### src/rtl/cpu_sequencer.sv
// rtl/cpu_sequencer.sv - eight-phase VeriRISC control sequencer
module cpu_sequencer #(
    parameter int HALT_STICKY = 1
) (
    input  logic       clk,
    input  logic       rst,
    input  logic [2:0] opcode,
    input  logic       zero,
    output logic       sel,
    output logic       rd,
    output logic       ld_ir,
    output logic       inc_pc,
    output logic       halt,
    output logic       ld_pc,
    output logic       data_e,
    output logic       ld_ac,
    output logic       wr,
    output logic [2:0] phase
);

    typedef enum logic [2:0] {
        INST_ADDR  = 3'd0,
        INST_FETCH = 3'd1,
        INST_LOAD  = 3'd2,
        IDLE       = 3'd3,
        OP_ADDR    = 3'd4,
        OP_FETCH   = 3'd5,
        ALU_OP     = 3'd6,
        STORE      = 3'd7
    } phase_t;

    localparam logic [2:0] OPC_HLT = 3'b000;
    localparam logic [2:0] OPC_SKZ = 3'b001;
    localparam logic [2:0] OPC_ADD = 3'b010;
    localparam logic [2:0] OPC_AND = 3'b011;
    localparam logic [2:0] OPC_XOR = 3'b100;
    localparam logic [2:0] OPC_LDA = 3'b101;
    localparam logic [2:0] OPC_STO = 3'b110;
    localparam logic [2:0] OPC_JMP = 3'b111;

    phase_t r_phase;
    logic   r_halted;

    logic w_aluop;
    logic w_sel, w_rd, w_ld_ir, w_inc_pc, w_halt, w_ld_pc, w_data_e, w_ld_ac, w_wr;

    // A sticky halt freezes the phase at OP_ADDR instead of advancing.
    always_ff @(posedge clk or posedge rst) begin
        if (rst) begin
            r_phase  <= INST_ADDR;
            r_halted <= 1'b0;
        end else if (!r_halted) begin
            if (HALT_STICKY != 0 && r_phase == OP_ADDR && opcode == OPC_HLT) begin
                r_halted <= 1'b1;
            end else begin
                r_phase <= phase_t'(r_phase + 3'd1);
            end
        end
    end

    assign w_aluop = (opcode == OPC_ADD) || (opcode == OPC_AND) ||
                     (opcode == OPC_XOR) || (opcode == OPC_LDA);

    always_comb begin
        w_sel    = 1'b0;
        w_rd     = 1'b0;
        w_ld_ir  = 1'b0;
        w_inc_pc = 1'b0;
        w_halt   = 1'b0;
        w_ld_pc  = 1'b0;
        w_data_e = 1'b0;
        w_ld_ac  = 1'b0;
        w_wr     = 1'b0;
        if (r_halted) begin
            w_halt = 1'b1;
        end else begin
            case (r_phase)
                INST_ADDR: begin
                    w_sel = 1'b1;
                end
                INST_FETCH: begin
                    w_sel = 1'b1;
                    w_rd  = 1'b1;
                end
                INST_LOAD, IDLE: begin
                    w_sel   = 1'b1;
                    w_rd    = 1'b1;
                    w_ld_ir = 1'b1;
                end
                OP_ADDR: begin
                    w_inc_pc = 1'b1;
                    w_halt   = (opcode == OPC_HLT);
                end
                OP_FETCH: begin
                    w_rd = w_aluop;
                end
                ALU_OP: begin
                    w_rd     = w_aluop;
                    w_inc_pc = (opcode == OPC_SKZ) && zero;
                    w_ld_pc  = (opcode == OPC_JMP);
                    w_data_e = (opcode == OPC_STO);
                end
                STORE: begin
                    w_rd     = w_aluop;
                    w_inc_pc = (opcode == OPC_JMP);
                    w_ld_pc  = (opcode == OPC_JMP);
                    w_ld_ac  = w_aluop;
                    w_wr     = (opcode == OPC_STO);
                    w_data_e = (opcode == OPC_STO);
                end
                default: ;
            endcase
        end
    end

    assign sel    = w_sel;
    assign rd     = w_rd;
    assign ld_ir  = w_ld_ir;
    assign inc_pc = w_inc_pc;
    assign halt   = w_halt;
    assign ld_pc  = w_ld_pc;
    assign data_e = w_data_e;
    assign ld_ac  = w_ld_ac;
    assign wr     = w_wr;
    assign phase  = r_phase;

endmodule

### config.mk
export PLATFORM = sky130hd
export DESIGN_NAME = cpu_sequencer
export DESIGN_NICKNAME = d
export VERILOG_FILES = /design/src/rtl/cpu_sequencer.sv
export SDC_FILE = /design/constraint.sdc
export NUM_CORES = 1
export LEC_CHECK = 0
export ABC_CLOCK_PERIOD_IN_PS = 2200
export CAP_MARGIN = 30
export CORE_AREA = 2 2 39 41
export CTS_BUF_LIST = sky130_fd_sc_hd__clkbuf_16
export DETAILED_ROUTE_END_ITERATION = 10
export DIE_AREA = 0 0 41 43
export GPL_TIMING_DRIVEN = 1
export SYNTH_ARGS = -nofsm -noshare
export SYNTH_HDL_FRONTEND = slang
export SYNTH_SLANG_ARGS = --single-unit
### constraint.sdc
create_clock -name clk -period 2.2 [get_ports clk]
set_input_delay 0.22 -clock clk [delete_from_list [all_inputs] [get_ports clk]]
set_output_delay 0.22 -clock clk [all_outputs]
set_load 0.01 [all_outputs]
==> impl_metrics.ini <==
[detailed_routing]
drtIter0Drc = 7
via_per_inst = 4.690
wl_um = 959
wl_per_cell_um = 11.42
drc = 0
postRouteAntennaNets = 0
drt-pass1-iter-count = 2
dr_total_vias = 394

[global_route]
overflow = 0
grt_pass1_vias = 363
grt_start_max_net_pins = 10
grt_pass1_wl_um = 1566
grtUsageTotal_pct = 13.58
antenna_found_initial = 0

[clocking]
clk_path_buf_depth = 2
numCtsBuffers = 3
clk_latency_ns = 0.22
clk_pin_slew_worst_paths_ns = 0.03
cts.sinks = 4
cts_tree = yes
cts.hold.buffers_added = 0
root_buffer = clkbuf_16
htree_num_levels = 1

[die]
row_count = 14
die_h_um = 43
die_x_um = 41
die_area_um2 = 1763
pin_count = 18
core_um2 = 1384
start_util_pct = 27.49

[sta]
finalCriticalPeriod_ns = 2.071
fmax_mhz = 482.8
max_slew_margin_pct = 80.53
tightest_slew_ns = 0.2884
skew_ns = 0.001178
rsz0062_at_grt = false
hold_ws_ns = 0.1792
setup_tns_ns = 0
fin_crit_sh_pct = 94.15
hold_viol = 0
drv_slew = 0
setup_viol = 0

[power_and_ir_drop]
ir_worst_vdd_mv = 0.9182
finalPower_uw = 1028
power.leakage_uw = 0.0003230
powerDensity_nw_per_um2 = 1476

[setup_path]
path_max_fanout = 5
cp.required_ns = 1.98
worst_path_dominant_cell_family = flip-flops
crit_arrival_ns = 1.85
slowest_stage = dfrtp_2
path_buf_inv = 1
worstPathCellList = ha_1 > ha_1 > or3_1 > o311ai_0 > o21ai_1 > dlygate4sd2_1
crit_top_cell = ha_1
max_stage_delay_ns = 0.43
setup.worst_path.class = flop to output pin
cp-start-kind = flop
worst_setup_path_end_kind = output pin

[yosys]
synthCells = 43
yosysWarnings = 0
yosysTopAreaCellShare_pct = 26.32
syn_area_um2 = 380.4
ys_seq_elements = 4
yosys.area.top_type = dfrtp_1
ys_seq_area_share_pct = 26.32
synth_nets = 55
synth_cell_types = 22
synth_area_leaders = dfrtp_1 26%, ha_1 20%, inv_1 5.9%
avgSynthCellArea_um2 = 8.846

[final_layout]
n_antenna_cell = 0
final_cell_mix = 13 x clkdlybuf4s50_1, 6 x buf_4, 5 x ha_1
layout-drive-gt1-share_pct = 25.00
fin_util_pct = 50.36
fill_cells = 136
area_growth_pct = 83.22
fin_area_um2 = 696.9
fin_nets = 82
layout_commonest_cell = clkdlybuf4s50_1

[run]
maxCapViolCount = 0

[placement]
portBuffers = 17
gp_congestion = 0.7587
postPlaceCellArea_um2 = 603.1
hpwl_um = 733.8

[outcome]
status = finished clean

[worst_hold_path]
hold_class = input port to async pin
-- synthesized netlist by cell type --
cell	number
xor2_1	1
nor4_1	1
ha_1	6
nor3_1	1
and4bb_2	1
nand2_1	2
inv_1	6
o311ai_0	1
xnor2_1	1
a21oi_2	1
buf_2	1
o41ai_1	1
nand3_1	3
nor2_1	3
dfrtp_1	4
a31oi_1	1
a21oi_1	1
o21ai_0	3
nor4b_2	1
or3_1	2
mux2_4	1
nor3b_1	1
-- power breakdown --
part / leakage [uW] / switching [uW] / total, uW / internal [uW]
logic: 0.000240 / 261 / 577 / 316
clock network: 0.0000370 / 49.9 / 282 / 232
registers: 0.0000458 / 52.4 / 169 / 117
-- final timing paths --
check	start	to	slack, ns	cells after the start
worst min-delay path	rst	phase[0]	0.18	2
worst max-delay path	phase[1]	rd	0.13	6
worst min register to register	phase[1]	phase[1]	0.58	1
max in group asynchronous	rst	phase[1]	1.86	2
min in group clk	phase[1]	phase[1]	0.58	1
worst max register to register	phase[1]	phase[1]	0.58	6
-- worst register-to-register path, stage by stage, from the launching register on --
cell	delay (ns)
dfrtp_2	0.43
inv_2	0.09
ha_2	0.20
nor4b_4	0.25
a21oi_2	0.10
buf_4	0.15
mux2_4	0.28
-- kinds of logic after synthesis --
group	after synthesis	synth area share, %
AND/OR/NAND/NOR	15	24.34
AO/OA/AOI/OAI	8	13.82
buffers and inverters	7	7.235
adder cells (fa/ha/maj)	6	19.74
flip-flops	4	26.32
XOR/XNOR	2	4.606
multiplexers	1	3.946
-- metal layers --
layer	up-vias	track usage (%)	part of all wire, %	routed length [um]
li1	201	-	-	-
met1	176	16.83	44	419
met2	14	19.38	47	446
met3	3	1.571	6.5	62
met4	0	12.00	3.2	31
met5	-	0	0	0
-- through the flow --
stage | setup WS [ns] | instances
2_1_floorplan | 0.5241 | 43
3_3_place_gp | 0.02335 | 80
3_5_place_dp | 0.02410 | 80
4_1_cts | 0.02349 | 83
5_1_grt | 0.003761 | 84
6_report | 0.1288 | 84
-- cell type report --
class | instances | area [um^2] | area share, %
Timing Repair Buffer | 23 | 214.0 | 30.70
Tap cell | 16 | 20.02 | 2.873
Inverter | 6 | 22.52 | 3.232
Multi-Input combinational cell | 32 | 264.0 | 37.88
Clock buffer | 3 | 75.07 | 10.77
Sequential cell | 4 | 101.3 | 14.54
-- registers in the layout, indices dropped and copies added (netlist names) --
register / cells
phase: 3
r_halted: 1
-- timing repair --
| action | in CTS | in global routing |
|---|---|---|
| endpoints found under the setup margin | 4 | 3 |
| pin swaps | 0 | 0 |
| endpoints found under the hold margin | 0 | 0 |
| resized for setup | 6 | 4 |
| setup buffers | 0 | 1 |
Power figures use the tool's default switching activity.
